**config.mk**
```make
export PLATFORM = sky130hd
export DESIGN_NAME = clkdiv_prog_flat
export DESIGN_NICKNAME = d
export VERILOG_FILES = /design/src/rtl/clkdiv_prog_pkg.sv /design/src/rtl/clkdiv_prog_if.sv /design/src/rtl/clkdiv_prog.sv /design/src/flat_wrapper.sv
export SDC_FILE = /design/constraint.sdc
export NUM_CORES = 1
export LEC_CHECK = 0
export ABC_AREA = 0
export ABC_CLOCK_PERIOD_IN_PS = 6000
export BUFFER_PORTS_ARGS = -buffer_cell sky130_fd_sc_hd__buf_4
export CAP_MARGIN = 25
export CELL_PAD_IN_SITES_DETAIL_PLACEMENT = 1
export CELL_PAD_IN_SITES_GLOBAL_PLACEMENT = 2
export CORE_UTILIZATION = 34
export DETAILED_ROUTE_END_ITERATION = 7
export PLACE_DENSITY_LB_ADDON = 0.1
export SKIP_CTS_REPAIR_TIMING = 1
export SLEW_MARGIN = 10
export SYNTH_ARGS = -nofsm -noshare
export SYNTH_HDL_FRONTEND = slang
export SYNTH_SLANG_ARGS = --single-unit
```
**constraint.sdc**
```tcl
create_clock -name clk -period 6 [get_ports clk]
set_input_delay 0.6 -clock clk [delete_from_list [all_inputs] [get_ports clk]]
set_output_delay 0.6 -clock clk [all_outputs]
set_load 0.02 [all_outputs]
```
**src/rtl/clkdiv_prog_pkg.sv**
```systemverilog
// Shared definitions for the programmable clock divider feeding the glitch-free mux.
// Latency: n/a (types and constants only).
// Backpressure: n/a.
package clkdiv_prog_pkg;

    // Divider run state; 2-bit encoding shared with the mux-side control logic.
    typedef enum logic [1:0] {
        ST_STOP  = 2'd0,
        ST_RUN   = 2'd1,
        ST_DRAIN = 2'd2
    } state_t;

    // Smallest ratio that still gives at least one full input cycle per phase.
    localparam int MIN_DIV = 2;

endpackage

```
**src/rtl/clkdiv_prog_if.sv**
```systemverilog
// Control/observe bundle between the clock-control logic (master) and the divider (slave).
// Latency: n/a (wiring only).
// Backpressure: div_req is held until div_ack; busy shows an accepted change is pending.
//
// Signals:
//   enable  - run request, sampled every cycle
//   div_req - ratio-change request, held until div_ack
//   div_val - requested ratio, stable while div_req is high
//   div_ack - one-cycle pulse on the first cycle the new ratio is in effect
//   busy    - an accepted change has not yet been applied
//   cur_div - ratio currently in effect
//   clk_out - divided clock, straight from a flop
//   tick    - one-cycle pulse on the last input cycle of each output period
interface clkdiv_prog_if #(
    parameter int WIDTH = 8
);
    logic             enable;
    logic             div_req;
    logic [WIDTH-1:0] div_val;
    logic             div_ack;
    logic             busy;
    logic [WIDTH-1:0] cur_div;
    logic             clk_out;
    logic             tick;

    modport master (
        output enable, div_req, div_val,
        input  div_ack, busy, cur_div, clk_out, tick
    );

    modport slave (
        input  enable, div_req, div_val,
        output div_ack, busy, cur_div, clk_out, tick
    );
endinterface

```
**src/rtl/clkdiv_prog.sv**
```systemverilog
// Programmable integer divider: clk_out = clk / cur_div, changes applied only at period boundaries.
// Latency: clk_out high one edge after enable is sampled in STOP; ratio change acked within N_old+1 cycles.
// Backpressure: one change in flight; div_req is ignored while busy or during the div_ack cycle.
//
// Ports:
//   clk - input clock, all logic on posedge
//   rst - synchronous active-high reset
//   bus - clkdiv_prog_if slave modport (enable, ratio handshake, clk_out, tick)
module clkdiv_prog
    import clkdiv_prog_pkg::*;
#(
    parameter int WIDTH   = 8,
    parameter int DIV_RST = 2
) (
    input  logic          clk,
    input  logic          rst,
    clkdiv_prog_if.slave  bus
);

    state_t           state;
    state_t           state_nxt;

    logic [WIDTH-1:0] cnt;
    logic [WIDTH-1:0] cnt_nxt;
    logic [WIDTH-1:0] cur_div;
    logic [WIDTH-1:0] div_nxt;
    logic [WIDTH-1:0] pend;
    logic [WIDTH-1:0] pend_nxt;
    logic [WIDTH-1:0] val_clamped;
    logic [WIDTH:0]   thr_nxt;

    logic busy;
    logic busy_nxt;
    logic ack;
    logic ack_nxt;
    logic clk_out_q;
    logic clk_out_nxt;
    logic tick_q;
    logic tick_nxt;
    logic apply;

    logic running;
    logic wrap;
    logic accept;

    assign running = (state != ST_STOP);
    assign wrap    = running && (cnt == cur_div - WIDTH'(1));

    // The ack cycle is excluded so a requester that drops div_req one cycle
    // after seeing div_ack is not mistaken for a fresh request.
    assign accept  = bus.div_req && !busy && !ack;

    // Ratios below the minimum are silently raised rather than rejected.
    assign val_clamped = (bus.div_val < WIDTH'(MIN_DIV)) ? WIDTH'(MIN_DIV) : bus.div_val;

    // ---------------------------------------------------------------- state register
    always_ff @(posedge clk) begin
        if (rst) begin
            state <= ST_STOP;
        end else begin
            state <= state_nxt;
        end
    end

    // ---------------------------------------------------------------- next state
    always_comb begin
        state_nxt = state;
        unique case (state)
            ST_STOP:  if (bus.enable)  state_nxt = ST_RUN;
            // Dropping enable always drains, even on a wrap cycle, so a ratio
            // applied at that wrap still gets one full period.
            ST_RUN:   if (!bus.enable) state_nxt = ST_DRAIN;
            ST_DRAIN: begin
                if (bus.enable) begin
                    state_nxt = ST_RUN;
                end else if (wrap) begin
                    state_nxt = ST_STOP;
                end
            end
            default:  state_nxt = ST_STOP;
        endcase
    end

    // ---------------------------------------------------------------- outputs / datapath
    always_comb begin
        apply    = 1'b0;
        div_nxt  = cur_div;
        pend_nxt = pend;
        busy_nxt = busy;

        if (accept) begin
            pend_nxt = val_clamped;
        end

        if (running) begin
            // Running: only a wrap may change the ratio.
            if (wrap && busy) begin
                apply   = 1'b1;
                div_nxt = pend;
            end
        end else if (busy) begin
            // Accepted on the last drain cycle; nothing is running, apply now.
            apply   = 1'b1;
            div_nxt = pend;
        end else if (accept) begin
            // Stopped: bypass pend so a simultaneous start uses the new ratio.
            apply   = 1'b1;
            div_nxt = val_clamped;
        end

        if (apply) begin
            busy_nxt = 1'b0;
        end else if (accept) begin
            busy_nxt = 1'b1;
        end

        ack_nxt = apply;

        if (state_nxt == ST_STOP || !running || wrap) begin
            cnt_nxt = '0;
        end else begin
            cnt_nxt = cnt + WIDTH'(1);
        end

        // ceil(N/2) in WIDTH+1 bits so N = 2^WIDTH-1 does not overflow.
        thr_nxt     = ({1'b0, div_nxt} + (WIDTH+1)'(1)) >> 1;
        clk_out_nxt = (state_nxt != ST_STOP) && ({1'b0, cnt_nxt} < thr_nxt);
        tick_nxt    = (state_nxt != ST_STOP) && (cnt_nxt == div_nxt - WIDTH'(1));
    end

    always_ff @(posedge clk) begin
        if (rst) begin
            cnt       <= '0;
            cur_div   <= WIDTH'(DIV_RST);
            pend      <= WIDTH'(DIV_RST);
            busy      <= 1'b0;
            ack       <= 1'b0;
            clk_out_q <= 1'b0;
            tick_q    <= 1'b0;
        end else begin
            cnt       <= cnt_nxt;
            cur_div   <= div_nxt;
            pend      <= pend_nxt;
            busy      <= busy_nxt;
            ack       <= ack_nxt;
            clk_out_q <= clk_out_nxt;
            tick_q    <= tick_nxt;
        end
    end

    // clk_out is a bare flop output; nothing sits between it and the port.
    assign bus.clk_out = clk_out_q;
    assign bus.tick    = tick_q;
    assign bus.div_ack = ack;
    assign bus.busy    = busy;
    assign bus.cur_div = cur_div;

endmodule

```
**src/flat_wrapper.sv**
```systemverilog
// flat-port wrapper written by rule: the top's interface ports become plain ports
module clkdiv_prog_flat import clkdiv_prog_pkg::*;
#(
    parameter int WIDTH   = 8,
    parameter int DIV_RST = 2
)
  (clk, rst, bus_enable, bus_div_req, bus_div_val, bus_div_ack, bus_busy, bus_cur_div, bus_clk_out, bus_tick);
  clkdiv_prog_if #(.WIDTH(WIDTH)) bus_i ();
  input  logic clk;
  input  logic rst;
  input wire logic [$bits(bus_i.enable)-1:0] bus_enable;
  input wire logic [$bits(bus_i.div_req)-1:0] bus_div_req;
  input wire logic [$bits(bus_i.div_val)-1:0] bus_div_val;
  output wire logic [$bits(bus_i.div_ack)-1:0] bus_div_ack;
  output wire logic [$bits(bus_i.busy)-1:0] bus_busy;
  output wire logic [$bits(bus_i.cur_div)-1:0] bus_cur_div;
  output wire logic [$bits(bus_i.clk_out)-1:0] bus_clk_out;
  output wire logic [$bits(bus_i.tick)-1:0] bus_tick;
  assign bus_i.enable = bus_enable;
  assign bus_i.div_req = bus_div_req;
  assign bus_i.div_val = bus_div_val;
  assign bus_div_ack = bus_i.div_ack;
  assign bus_busy = bus_i.busy;
  assign bus_cur_div = bus_i.cur_div;
  assign bus_clk_out = bus_i.clk_out;
  assign bus_tick = bus_i.tick;
  clkdiv_prog #(.WIDTH(WIDTH), .DIV_RST(DIV_RST)) u_core (.clk(clk), .rst(rst), .bus(bus_i));
endmodule
```
# Yosys cells after proc, flatten, opt, wreduce, memory -nomap -nowiden
# Index checks and enable logic that the tools add are counted.
classes:
  shifts: 0
  magnitude_cmp: 2
  add_sub_neg: 4
  n_bitwise: 0
  n_eq_ne: 4
  n_mul: 0
  n_div: 0
  n_reduce_logical: 16
  mux: 15
op_table:
  columns: ["op", "n"]
  rows:
  - ["two-way mux 8 bit", 6]
  - ["== test 8 bit", 2]
  - ["subtractor 8 x 1 -> 8 bit (second input constant)", 2]
  - ["adder 8 x 1 -> 9 bit (second input constant)", 1]
  - ["adder 8 x 1 -> 8 bit (second input constant)", 1]
  - ["< comparator 8 x 2 -> 1 bit (second input constant)", 1]
  - ["< comparator 8 bit", 1]
  - ["two-way mux 2 bit", 4]
  - ["logical AND 1 bit", 6]
  - ["one-hot mux 2 bit (3 select lines)", 1]
  - ["logical NOT 2 bit", 2]
  - ["two-way mux 1 bit", 4]
  - ["nonzero test 2 bit", 2]
  - ["logical NOT 1 bit", 3]
  - ["== test 2 x 1 -> 1 bit (second input constant)", 1]
  - ["== test 2 bit (second input constant)", 1]
  - ["logical OR 1 bit", 2]
  - ["OR reduction 2 bit", 1]
word_totals:
  output_inout_bits: 12
  word_cells: 49
  ram_bits: 0
  latch_bits: 0
  n_memories: 0
  rom_bits: 0
  in_bits: 12
  reg_bits: 30

# Logic depth before layout (Yosys ltp)
depth:
  depth_word: 12
  ltp_mapped: 18

# Least setup slack after synthesis
# OpenSTA, ideal clock, no wires.
synth_timing:
  path_type: "flip-flop to flip-flop"
  from: "register u_core.cur_div[0] (netlist: u_core.bus.cur_div[0])"
  to: "register u_core.clk_out_q (netlist: u_core.bus.clk_out)"
  required_time_ps: 5885
  slack_ps: 1666
  path_buffers: 1
  setup_ps: 115
  stages_incl_launch_ff: 18
  t_arrival_ps: 4219
  cell_sequence: "dfxtp_1 inv_1 ha_1 or3b_1 or4_1 a2111o_1 a211o_4 buf_6 o211ai_1 nand3_2 inv_1 ha_1 nand2_1 or4_1 ha_1 o2111ai_1 a21oi_1 a2111oi_0"
synth_via:
  elab_cells_between_ends: 19
  cone_classes: "add/sub (2); order compare (1); eq/ne (1); mux (8); reduce/logical (7)"
synth_rtl:
  columns: ["element", "line", "text"]
  rows:
  - ["from (decl)", "clkdiv_prog.sv:25", "logic [WIDTH-1:0] cur_div;"]
  - ["from (signal assigned)", "clkdiv_prog.sv:134", "cur_div <= WIDTH'(DIV_RST);"]
  - ["from (signal assigned)", "clkdiv_prog.sv:142", "cur_div <= div_nxt;"]
  - ["subtractor 8 x 1 -> 8 bit", "clkdiv_prog.sv:47", "assign wrap = running && (cnt == cur_div - WIDTH'(1));"]
  - ["== test 8 bit", "clkdiv_prog.sv:47", null]
  - ["logical AND 1 bit", "clkdiv_prog.sv:47", null]
  - ["logical AND 1 bit", "clkdiv_prog.sv:97", "if (wrap && busy) begin"]
  - ["two-way mux 8 bit", "clkdiv_prog.sv:97", null]
  - ["two-way mux 8 bit", "clkdiv_prog.sv:95", "if (running) begin"]
  - ["via u_core.div_nxt[1]", "clkdiv_prog.sv:26", "logic [WIDTH-1:0] div_nxt;"]
  - ["adder 8 x 1 -> 9 bit", "clkdiv_prog.sv:126", "thr_nxt = ({1'b0, div_nxt} + (WIDTH+1)'(1)) >> 1;"]
  - ["< comparator 8 bit", "clkdiv_prog.sv:127", "clk_out_nxt = (state_nxt != ST_STOP) && ({1'b0, cnt_nxt} < thr_nxt);"]
  - ["logical AND 1 bit", "clkdiv_prog.sv:127", null]
  - ["to (signal assigned)", "clkdiv_prog.sv:146", "clk_out_q <= clk_out_nxt;"]
  - ["to (decl)", "clkdiv_prog.sv:36", "logic clk_out_q;"]
# The timed path passes the listed nets, and every way through them passes these cells.
# A chain may end at the register's enable or synchronous reset.

# Final worst setup path
layout_timing:
  from: "register u_core.cur_div[0] (netlist: u_core.bus.cur_div[0])"
  to: "register u_core.clk_out_q (netlist: u_core.bus.clk_out)"
layout_via:
  elab_cells_between_ends: 19
  cone_classes: "add/sub (2); order compare (1); eq/ne (1); mux (8); reduce/logical (7)"
layout_rtl:
  columns: ["element", "line"]
  rows:
  - ["subtractor 8 x 1 -> 8 bit", "clkdiv_prog.sv:47"]
  - ["== test 8 bit", "clkdiv_prog.sv:47"]
  - ["logical AND 1 bit", "clkdiv_prog.sv:47"]
  - ["logical AND 1 bit", "clkdiv_prog.sv:97"]
  - ["two-way mux 8 bit", "clkdiv_prog.sv:97"]
  - ["two-way mux 8 bit (*)", "clkdiv_prog.sv:95"]
  - ["via u_core.div_nxt[0]", "clkdiv_prog.sv:26"]
  - ["adder 8 x 1 -> 9 bit (*)", "clkdiv_prog.sv:126"]
  - ["< comparator 8 bit (*)", "clkdiv_prog.sv:127"]
  - ["logical AND 1 bit (*)", "clkdiv_prog.sv:127"]
# Mark *: on every way through the listed nets, which the timed path passes. The rest lies on a longest branch.

==> flow_summary.toml <==
[status]
status = "complete, no violations"

[logic_synthesis]
synth_edf_count = 0
yosysSeqAreaShare_pct = 26.8
syn_area_per_cell_sq_um = 7.74
async_flop_share_pct = 0
ys_seq_elements = 30
syn_inst = 289
synth_warnings = 0
synth_cell_types = 58
synth_flop_cell = "dfxtp_1"
synth_nets = 312
syn_area_sq_mm = 0.00224

[sta]
max_freq_mhz = 209
hold_violations = 0
slew_viol_final = 0
report.final.setup_viol = 0
tns_ns = 0
min_period_over_period_pct = 79.9
rsz0062_at_grt = "no"
skew_ns = 0.0151
maxSlewHeadroom_pct = 58.3
fin_crit_ns = 4.79
tightest_slew_ns = 0.619
fin_ws_ns = 1.21

[global_route]
grt_pass1_vias = 2118
track_usage_pct = 20.6
grt_start_max_net_pins = 30
grt_pass1_wl_mm = 11.3
grt_antenna_before_repair = 0
grt-ovfl-total = 0

[layout]
multi_input_area_sq_mm = 0.00153
area_growth_pct = 13.9
fin_cells = 385
fillers = 779
layout.cells.most_common = "nor2_1"
mostFrequentLayoutCells = "nor2_1 (40), nand2_1 (31), dfxtp_1 (30)"
nets = 330
antenna_cells = 0
drive_gt1_share_pct = 14.6
ff_latch_area_sq_um = 601

[die]
start_util_pct = 35.2
core-area_sq_mm = 0.00635
io_pins = 24
num_rows = 29
die_area_sq_mm = 0.00691
die_x_microns = 83.1
die_y_microns = 83.1

[run]
cap_violations = 0

[routing]
ant_nets = 0
routed-wl-met3_microns = 143
via_per_inst = 5.56
drt_iter0_drc = 91
top_layer = "met4"
first_pass_iters = 4
wirelength_mm = 6.86
via_count = 2140
dr_wl_met2_mm = 2.93
wirelength_met1_mm = 3.74
drc = 0
wire_per_inst_microns = 17.8

[placed_design]
gp_congestion = 0.808
dp_cells = 377
place_ws_ns = 1.18
dp_hpwl_mm = 5.31
port_buffers = 23

[setup_path]
cpPeakStageDelay_ns = 0.48
crit_path_end_kind = "register"
critPathMaxFanout = 8
path_buf_inv = 2
worstPathArrival_ns = 4.97
cp.required_ns = 6.18
path_cells = "inv_1 -> ha_1 -> or3b_1 -> or4_1 -> a2111o_1 -> a211oi_1 -> o21ai_1 -> o221ai_4 -> inv_1 -> ha_1 -> xnor2_1 -> ha_1 -> a21oi_1 -> nor2b_1 -> o21ai_0 -> a21oi_1 -> a2111oi_0"
startpoint_type = "register"
reg2reg_slack_ns = 1.21
slowest_stage = "or4_1"
cpMostUsedCell = "ha_1"
critPathKind = "register to register"
cp_top_family = "compound AO/OA/AOI/OAI gates"

[clocking]
cts_tree = "built"
clkTransAtPathRegs_ns = 0.08
cts-root-buf = "clkbuf_8"
cts.path.max_buffers = 2
htree_levels = 2
clock_sinks = 30
numCtsBuffers = 5
clk_latency_ns = 0.29

[power]
powerDensity_mw_per_mm2 = 235
vdd_drop_max_v = 0.0000983
power_leakage_nw = 0.967

[min_path]
worstHoldPathType = "register to register"
[metal layers]
metal / GRT usage, % / vias up
met2: 30.5 / 27
met5: 0 / -
li1: - / 1064
met1: 30.7 / 1045
met4: 4.70 / 0
met3: 3.88 / 4
[power breakdown]
part | internal [mW] | leakage, nW | switching (mW)
registers | 0.211 | 0.246 | 0.0188
logic | 0.0759 | 0.674 | 0.113
clock network | 0.0923 | 0.0472 | 0.0874
total | 0.379 | 0.967 | 0.219
[registers in the layout, indices dropped and copies added (netlist names)]
| signal | count |
|---|---|
| u_core.pend | 8 |
| u_core.bus.tick | 1 |
| u_core.state | 2 |
| u_core.bus.clk_out | 1 |
| u_core.bus.div_ack | 1 |
| u_core.cnt | 8 |
| u_core.bus.busy | 1 |
| u_core.bus.cur_div | 8 |
[per-stage QoR]
step / utilization (%) / cell area [sq um] / hold WS [ns] / total power, mW
2_1_floorplan: - / 2240 / 0.436 / 0.370
3_3_place_gp: 38.6 / 2450 / 0.447 / 0.421
6_report: 40.1 / 2550 / 0.461 / 0.598
5_1_grt: 40.1 / 2550 / 0.464 / 0.640
3_5_place_dp: 38.6 / 2450 / 0.454 / 0.423
4_1_cts: 40.1 / 2550 / 0.463 / 0.606
[final timing paths]
kind / start / end / cells after the start
hold reg to reg: u_core.pend[4] / u_core.pend[4] / 2
setup / recovery: u_core.bus.cur_div[0] / u_core.bus.clk_out / 17
setup reg to reg: u_core.bus.cur_div[0] / u_core.bus.clk_out / 17
hold / removal: u_core.pend[4] / u_core.pend[4] / 2
[layout make-up]
class	count	area share (%)
Timing Repair Buffer	23	6.78
Inverter	15	2.21
Sequential cell	30	23.6
Tap cell	77	3.78
Clock inverter	2	0.491
Multi-Input combinational cell	232	59.9
Clock buffer	6	3.24
[worst register-to-register path, delay by kind of cell, from the launching register on]
family          cells  cell delay (ns)
compound gates      8             2.29
xor+xnor            1             0.18
fa+ha+maj           3             0.68
buf+inv             2             0.19
flops               1             0.41
simple gates        3             0.93
[synth_stat cells (5+ instances only)]
library cell	count	area share [%]
nand2_1	31	5.2
o211ai_1	8	2.7
dfxtp_1	30	27
clkbuf_1	10	1.7
nor2_1	40	6.7
xor2_1	6	2.3
nor3_1	10	2.2
or4_1	5	1.7
a21oi_1	19	4.3
xnor2_1	21	8.2
ha_1	11	6.2
nand3_1	8	1.8
inv_1	15	2.5
o21ai_0	5	1.1
[kinds of logic (layout without fill, tap and decap cells)]
family | Yosys count | in the layout | share of synthesized area (%)
XOR/XNOR | 27 | 27 | 10.6
AND/OR/NAND/NOR | 122 | 122 | 27.3
buffers and inverters | 27 | 46 | 4.92
multiplexers | 1 | 1 | 0.447
AO/OA/AOI/OAI | 71 | 71 | 23.8
flip-flops | 30 | 30 | 26.8
adder cells (fa/ha/maj) | 11 | 11 | 6.15
Power figures use the tool's default switching activity.
